File: config.mk
export PLATFORM = sky130hd
export DESIGN_NAME = traffic_intersection_ctrl
export DESIGN_NICKNAME = d
export VERILOG_FILES = /design/src/rtl/traffic_intersection_ctrl.sv
export SDC_FILE = /design/constraint.sdc
export NUM_CORES = 1
export LEC_CHECK = 0
export ABC_AREA = 1
export BUFFER_PORTS_ARGS = -buffer_cell sky130_fd_sc_hd__buf_2
export CORE_ASPECT_RATIO = 1.4
export CORE_MARGIN = 5
export CORE_UTILIZATION = 28
export CTS_CLUSTER_SIZE = 10
export DETAILED_ROUTE_END_ITERATION = 16
export SYNTH_ARGS = -nofsm -noshare
export SYNTH_HDL_FRONTEND = slang
export SYNTH_SLANG_ARGS = --single-unit
File: constraint.sdc
create_clock -name clock -period 3.5 [get_ports clock]
set_input_delay 0.35 -clock clock [delete_from_list [all_inputs] [get_ports clock]]
set_output_delay 0.35 -clock clock [all_outputs]
set_load 0.005 [all_outputs]
File: src/rtl/traffic_intersection_ctrl.sv
// Two-road intersection lamp sequencer with pedestrian crossing.
// Moore FSM plus one saturating phase timer; lamps are registered from the next state.
module traffic_intersection_ctrl #(
  parameter int unsigned GREEN_MIN = 8,
  parameter int unsigned GREEN_MAX = 16,
  parameter int unsigned YELLOW_T  = 3,
  parameter int unsigned ALLRED_T  = 2,
  parameter int unsigned WALK_T    = 6,
  parameter int unsigned CNT_W     = 5
) (
  input  logic       clock,
  input  logic       reset,
  input  logic       side_req,
  input  logic       ped_req,
  output logic [2:0] main_light,
  output logic [2:0] side_light,
  output logic       ped_walk,
  output logic       ped_pending,
  output logic [2:0] state_out
);

  localparam logic [2:0] Red    = 3'b000;
  localparam logic [2:0] Green  = 3'b001;
  localparam logic [2:0] Yellow = 3'b010;

  localparam logic [CNT_W-1:0] GreenMinLast = CNT_W'(GREEN_MIN - 1);
  localparam logic [CNT_W-1:0] GreenMaxLast = CNT_W'(GREEN_MAX - 1);
  localparam logic [CNT_W-1:0] YellowLast   = CNT_W'(YELLOW_T - 1);
  localparam logic [CNT_W-1:0] AllRedLast   = CNT_W'(ALLRED_T - 1);
  localparam logic [CNT_W-1:0] WalkLast     = CNT_W'(WALK_T - 1);

  typedef enum logic [2:0] {
    StMg  = 3'd0,
    StMy  = 3'd1,
    StAr1 = 3'd2,
    StSg  = 3'd3,
    StSy  = 3'd4,
    StAr2 = 3'd5,
    StPw  = 3'd6
  } state_e;

  // Plain vector so an out-of-range code can exist and be recovered from.
  logic [2:0]       state_q;
  state_e           state_d;
  logic [CNT_W-1:0] timer_q, timer_d;
  logic             ped_d, walk_end;
  logic [2:0]       main_d, side_d;
  logic             walk_d;

  always_comb begin
    state_d = state_e'(state_q);
    case (state_q)
      StMg:  if (timer_q >= GreenMinLast && (side_req || ped_pending)) state_d = StMy;
      StMy:  if (timer_q == YellowLast) state_d = StAr1;
      StAr1: if (timer_q == AllRedLast) state_d = ped_pending ? StPw : StSg;
      StSg:  if (timer_q == GreenMaxLast || (timer_q >= GreenMinLast && !side_req)) state_d = StSy;
      StSy:  if (timer_q == YellowLast) state_d = StAr2;
      StPw:  if (timer_q == WalkLast) state_d = StAr2;
      StAr2: if (timer_q == AllRedLast) state_d = StMg;
      default: state_d = StAr2;
    endcase

    if (state_d != state_e'(state_q)) timer_d = '0;
    else if (&timer_q)                timer_d = timer_q;
    else                              timer_d = timer_q + 1'b1;

    walk_end = (state_q == StPw) && (timer_q == WalkLast);
    ped_d    = (ped_pending && !walk_end) || ped_req;

    main_d = Red;
    side_d = Red;
    walk_d = 1'b0;
    case (state_d)
      StMg:    main_d = Green;
      StMy:    main_d = Yellow;
      StSg:    side_d = Green;
      StSy:    side_d = Yellow;
      StPw:    walk_d = 1'b1;
      default: ;
    endcase
  end

  always_ff @(posedge clock or posedge reset) begin
    if (reset) begin
      state_q     <= StMg;
      timer_q     <= '0;
      ped_pending <= 1'b0;
      main_light  <= Green;
      side_light  <= Red;
      ped_walk    <= 1'b0;
    end else begin
      state_q     <= state_d;
      timer_q     <= timer_d;
      ped_pending <= ped_d;
      main_light  <= main_d;
      side_light  <= side_d;
      ped_walk    <= walk_d;
    end
  end

  assign state_out = state_q;

endmodule
# == Word-level counts from Yosys, hierarchy flattened ==
# Index checks and enable logic that the tools add are counted.
# totals
out_inout_bits,11
ff_bits,16
elab_cells,50
input_bits,4
# op_classes
addsub,1
n_eq_ne,16
muxes,14
n_reduce_logical,12
order_cmp,1
# op_table
operator,n
$mux W3,8
$pmux W3 S7,1
$eq A3 B3 Y1 const B,5
$mux W5,2
$eq A3 B2 Y1 const B,3
$pmux W2 S2,2
$eq A3 B1 Y1 const B,2
$logic_not A3 Y1,2
$add A5 B1 Y5 const B,1
$eq A5 B1 Y1 const B,1
$eq A5 B2 Y1 const B,1
$eq A5 B3 Y1 const B,1
$eq A5 B4 Y1 const B,1
$ge A5 B3 Y1 const B,1
$reduce_and A5 Y1,1
$logic_and A1 B1 Y1,4
$logic_or A1 B1 Y1,3
$ne A3 B3 Y1,1
$logic_not A1 Y1,2
$ne A2 B2 Y1 const B,1
$mux W1,1

# == Logic depth before layout (Yosys ltp) ==
# Gate-level depths: netlist of run 1.
# depth
depth_word,7
depth_mapped,14
depth_no_buf,14

# == Worst setup path before layout of run 1 ==
# Ideal clock, no wire load.
# synth_path
kind,reg2reg
from,reg timer_q[0]
to,reg timer_q[0]
slack_ps,1906
path_stages_with_launch,12
arrival_time_ps,1523
path_buffers,0
setup_ps,71
path_cell_list,dfrtp_1 > ha_1 > nand2_1 > nor2_1 > ha_1 > inv_1 > nand3_2 > nand3_1 > nand2_1 > nor2_2 > nand2_2 > nor2_1
# synth_via
elab_chain_len,7
word_cells_on_any_way,22
# synth_lines
item,line,rtl
"start, declared",45,"logic [CNT_W-1:0] timer_q, timer_d;"
"start signal, assigned",93,timer_q <= timer_d;
$ge A5 B3 Y1,"53, 56",
$logic_and A1 B1 Y1,56,StSg: if (timer_q == GreenMaxLast || (timer_q >= GreenMinLast && !side_req)) state_d = StSy;
$logic_or A1 B1 Y1,56,
$mux W3,56,
$pmux W3 S7,52,case (state_q)
$ne A3 B3 Y1,63,if (state_d != state_e'(state_q)) timer_d = '0;
$ne A2 B2 Y1 (no line) or $mux W5 (tied branches),-,
# Several ways; a longest one is shown, not always the timed one. The select of a mux whose other input is x is not followed.
# A chain may end at the register's enable or synchronous reset.

# == Final worst setup path of run 1 ==
# Same ends and word-level chain as after synthesis.

==> run metrics, run 1 <==
Fin Setup TNS 0 ns; area grow syn2layout 15.8%; clock slew at reported path FFs 0.06 ns; I/O Pins 15; Final ANT Viol Nets 0; Slew Limit Fails 0; drt drc 0; Max-slew headroom 63.8%; critical path, cell by cell ha_1 > nand2_1 > nor2_1 > ha_1 > inv_1 > nand3_2 > nand3_1 > nand2_1 > nor2_2 > nand2_2 > nor2_1; PnR Total Power approximately 0.00075 W; Synth cell types 23; WP buf/inv 1; postcts setup bufs 0; Yosys reg bits 14; die area 4540 um^2; Req. time, crit path 3.68 ns; hpwl dp 1480 um; Slew @ Worst Pin between 0.5 and 0.6 ns; CTS sink count 14; VDD IR-drop max 0.292 mV; Critical Path Source Type flop; most frequent cells in the layout nand2_1, nor2_1, inv_1; GPL Wtd Cong 0.888; 1st-iter DRT viols 19; Setup Crit Path Kind reg2reg; Root Buffer clkbuf_8; vias in the first global route 837; Worst Hold Class in2async; status finished clean; synthesized area per cell about 7.3 um^2; H-tree depth 1; worst hold slack 0.138 ns; Nets 149; Top delay family on crit path simple AND/OR/NAND/NOR gates; Yosys Warn Count 0; final period utilization 50.8%; total congestion overflow 0; register area share after synthesis 38.3%; Num CTS Buffers 3; Initial Util 29.1%; CP Capture Type flop; Total GRT Usage 9.60%; Pwr Density 704 nW/um^2; Pleak 0.577 nW; number of gates resized after CTS 0; cts-stage hold buffer count 0; Final Critical Period 1.78 ns; placed cells ~170; Non-Filler Instances 178; Die Span Y 77.8 um; diode count 0; Chip Width 58.4 um; commonest non-fill, non-tap cell in the layout nand2_1; synthesized cell area 918 um^2; RSZ-0062 raised after global routing no; first-pass detailed-route iteration total 4; DR vias 798; Fin. Hold Viols 0; crit-path max cell delay 0.43 ns; Final Skew about 0.0016 ns; Peak Freq 0.562 GHz; vias per inst ~4.5; Wirelength per Cell between 10 and 15 um; DRT Wirelength 1890 um; crit path max-delay cell type dfrtp_1; largest net degree at the start of global routing 15; Worst-Skew Late Latency between 0.2 and 0.25 ns; crit-path max FO 5; initial antenna violation count 0; setup violators final 0; Port Buffer Count 12; Final Util 33.7%; layout cells sized above 1 approximately 22%; std cell rows 24; Arrival @ worst endpoint 1.96 ns; first-pass GRT wire length ~3400 um; core area 3150 um^2; cell count after synthesis 125; FF-to-FF setup slack roughly 1.7 ns; CTS tree done; clk buf depth 2; Max Cap Viol 0
-- flip-flops by register name, indices dropped and copies added, names as in the netlist --
name,cells
timer_q,5
main_light,2
ped_walk,1
state_out,3
ped_pending,1
side_light,2
-- worst reg2reg max path, stage by stage, from the launching register on --
cell     delay [ns]
dfrtp_1        0.43
ha_1           0.24
nand2_1        0.08
nor2_1         0.06
ha_1           0.18
inv_1          0.08
nand3_2        0.15
nand3_1        0.12
nand2_1        0.08
nor2_2         0.12
nand2_2        0.08
nor2_1         0.10
-- metal layers --
metal	share of wire [%]	vias to the layer above	routed length (um)	track usage (%)
li1	-	403	-	-
met1	40	371	760	9.72
met2	52	17	976	16.6
met3	4.7	7	88	2.49
met4	3.4	0	65	6.73
met5	0	-	0	0
-- cell families after synthesis --
logic type	count (synthesis)	share of synthesized area, %
AO/OA/AOI/OAI	5	3.13
XOR/XNOR	3	2.86
adder cells (fa/ha/maj)	5	6.81
buffers and inverters	21	9.81
flip-flops	14	38.3
other	1	0.408
AND/OR/NAND/NOR	76	38.7
-- synth_stat cells --
cell,count,share of area [%]
nor2_1,20,8.2
nand3_1,7,3.8
nand3_2,1,1.1
conb_1,1,0.41
nor3_1,3,1.6
dfstp_2,1,2.9
buf_4,3,2.5
nor3_2,1,1.1
nand2_2,2,1.4
nor2_2,5,3.4
nor2_4,1,1.2
dfrtp_1,13,35
ha_1,5,6.8
nand3b_1,1,0.82
a21o_2,1,0.95
inv_2,2,0.82
xor2_1,3,2.9
inv_1,16,6.5
o21ai_0,2,1.1
nand4_1,1,0.68
nand3_4,1,1.9
a21oi_1,2,1.1
nand2_1,33,13
-- area by class of cell --
type                       instances  area [um^2]
clock buffer                       4         55.1
tap                               39         48.8
timing repair buffer              12         60.1
sequential                        14          352
fill                             345         2090
multi-input combinational         91          480
inverter                          18         67.6
-- power breakdown --
| part | internal [W] | switching, W |
|---|---|---|
| sequential | 0.000208 | 0.0000505 |
| clock | 0.0000996 | 0.0000578 |
| combinational | 0.000124 | 0.000209 |
-- final timing paths --
path | start | endpoint | cells after the start
setup / recovery | timer_q[0] | timer_q[0] | 11
hold / removal | reset | timer_q[4] | 2
setup reg to reg | timer_q[0] | timer_q[0] | 11
hold reg to reg | ped_pending | ped_pending | 1
max in group asynchronous | reset | main_light[0] | 2
min in group clock | ped_req | ped_pending | 2
-- through the flow --
stage / instance area, um^2 / worst slack, ns
finish: 1060 / 1.72
global route: 1060 / 1.55
CTS: 1060 / 1.70
detailed placement: 1010 / 1.74
global placement: 1010 / 1.76
floorplan: 922 / 1.91
(Power assumes the default switching activity.)
==> inputs of run 2 (changes only) <==
Clock period 3.5 ns to 1.4 ns, I/O delays scaled along.
==> run metrics, run 2 (synthesis results as in run 1) <==
status finished, violations left; failing checks negative setup slack; clock slew at reported path FFs 0.06 ns; Levels on crit path 13; die area roughly 4500 um^2; Final ANT Viol Nets 0; critical path, cell by cell ha_4 > nand2_4 > nor2_4 > ha_4 > inv_4 > nand2_2 > nand2_1 > nand2_2 > nand2_1 > nand2_1 > nor2_2 > nand2_2 > nor2_2; clk buf depth 2; drt drc 0; Fillers about 320; Fin. Hold Viols 0; Slew Limit Fails 0; Critical Path Source Type flop; Wirelength per Cell 11.4 um; area grow syn2layout 55.2%; hpwl dp between 1500 and 2000 um; RSZ-0062 raised after global routing yes; worst reg-to-reg path cell count 13; Crit. Startpoint timer_q[0]; total congestion overflow 0; WP buf/inv 1; Num CTS Buffers 3; I/O Pins 15; crit-path max FO 5; Max Cap Viol 0; final period utilization 123%; Peak Freq 0.579 GHz; R2R Path Start timer_q[0]; worst setup path end timer_q[4]; PnR Total Power 0.00248 W; first-pass detailed-route iteration total 6; Setup Crit Path Kind reg2reg; Max-slew headroom 62.3%; DRT Wirelength 2310 um; GPL Wtd Cong 0.868; Root Buffer clkbuf_8; crit-path max cell delay ~0.47 ns; worst hold slack ~0.073 ns; vias per inst 4.43; FF-to-FF setup slack -0.33 ns; commonest non-fill, non-tap cell in the layout nand2_1; H-tree depth 1; R2R Path End timer_q[4]; Req. time, crit path ~1.6 ns; footprint of the multi-input gates 629 um^2; core area 3150 um^2; Worst-Skew Late Latency 0.25 ns; CTS sink count 14; DR vias roughly 900; Total GRT Usage 10.4%; vias in the first global route roughly 900; first-pass GRT wire length between 3000 and 4000 um; initial antenna violation count 0; Pwr Density 1740 nW/um^2; max reg flops 5; Port Buffer Count 12; Nets 174; Final Critical Period ~1.7 ns; 1st-iter DRT viols 30; CTS tree done; layout cells sized above 1 roughly 54%; Initial Util 29.1%; diode count 0; Die Span Y ~78 um; Arrival @ worst endpoint 1.91 ns; Final Util 45.2%; CP Capture Type flop; Chip Width roughly 58 um; Slew @ Worst Pin about 0.57 ns; slack of the critical path -0.327 ns; setup violators final 13; VDD IR-drop max 0.838 mV; most frequent cells in the layout nand2_1, buf_4, inv_1, nor2_1, buf_2; Worst Hold Class in2reg; Fin Setup TNS -3.10 ns; Pleak 0.733 nW; crit path max-delay cell type dfrtp_2; largest net degree at the start of global routing 15; std cell rows 24; Place WS -0.384 ns; Top delay family on crit path simple AND/OR/NAND/NOR gates; Reg with most FFs timer_q; Final Skew 0.00115 ns; Reg area 354 um^2
==> run 2: cell types whose count changed in the layout (fill, tap and decap cells not counted), moves of 3 or more <==
| cell | delta |
|---|---|
| inv_1 | -3 |
| ha_4 | +3 |
| ha_1 | -4 |
| buf_6 | +4 |
| nor2_1 | -7 |
| buf_4 | +20 |
| nand3_1 | -4 |
| nand2_1 | -11 |
| nor2_2 | +5 |
| nand2_2 | +9 |
==> run 2: timing repair <==
action	4_1_cts	5_1_grt
hold buffers	1	0
resized for setup	5	42
buffers inserted	1	2
hold endpoints to repair	13	0
cloned	0	0
setup endpoints to repair	13	14
pin swaps	1	11
==> run 2: where the power goes <==
part	switching [W]	leakage, nW	total, W	internal [W]
clock	0.000153	0.0288	0.000403	0.000249
sequential	0.000134	0.173	0.000658	0.000524
combinational	0.000759	0.532	0.00142	0.000664
==> run 2: area by class of cell <==
cell class | instances | share of cell area [%]
clock buffers | 4 | 3.86
inverters | 18 | 5.09
well taps | 39 | 3.42
flip-flops and latches | 14 | 24.8
repair buffers | 37 | 18.6
multi-input cells | 91 | 44.2
==> run 2: worst min-delay path by stage <==
stage | start | endpoint | slack (ns) | cells past startpoint
floorplan | reset | main_light[1] | 0.03 | 1
global placement | reset | timer_q[0] | 0.20 | 2
detailed placement | reset | timer_q[3] | 0.22 | 2
CTS | ped_req | ped_pending | 0.07 | 2
global route | ped_req | ped_pending | 0.1 | 2
finish | ped_req | ped_pending | 0.07 | 2
==> run 2: worst register-to-register path: stages (launching register included) <==
cell,delay (ns)
dfrtp_2,0.47
ha_4,0.20
nand2_4,0.09
nor2_4,0.05
ha_4,0.16
inv_4,0.07
nand2_2,0.05
nand2_1,0.07
nand2_2,0.06
nand2_1,0.05
nand2_1,0.06
nor2_2,0.12
nand2_2,0.11
nor2_2,0.12
==> run 2: per-stage QoR <==
step | std cells | instance area [um^2]
after global routing | 203 | 1430
after detailed placement | 195 | 1170
after floorplan | 126 | 925
after CTS | 201 | 1260
final | 203 | 1430
after global placement | 195 | 1170
==> run 2: routing by layer <==
layer  wire (um)  vias to the layer above  global-route usage (%)
met5           0                        -                       0
met4          55                        0                    6.26
met3          62                        5                    1.16
met2        1270                       13                    17.3
met1         920                      428                    12.3
li1            -                      453                       -
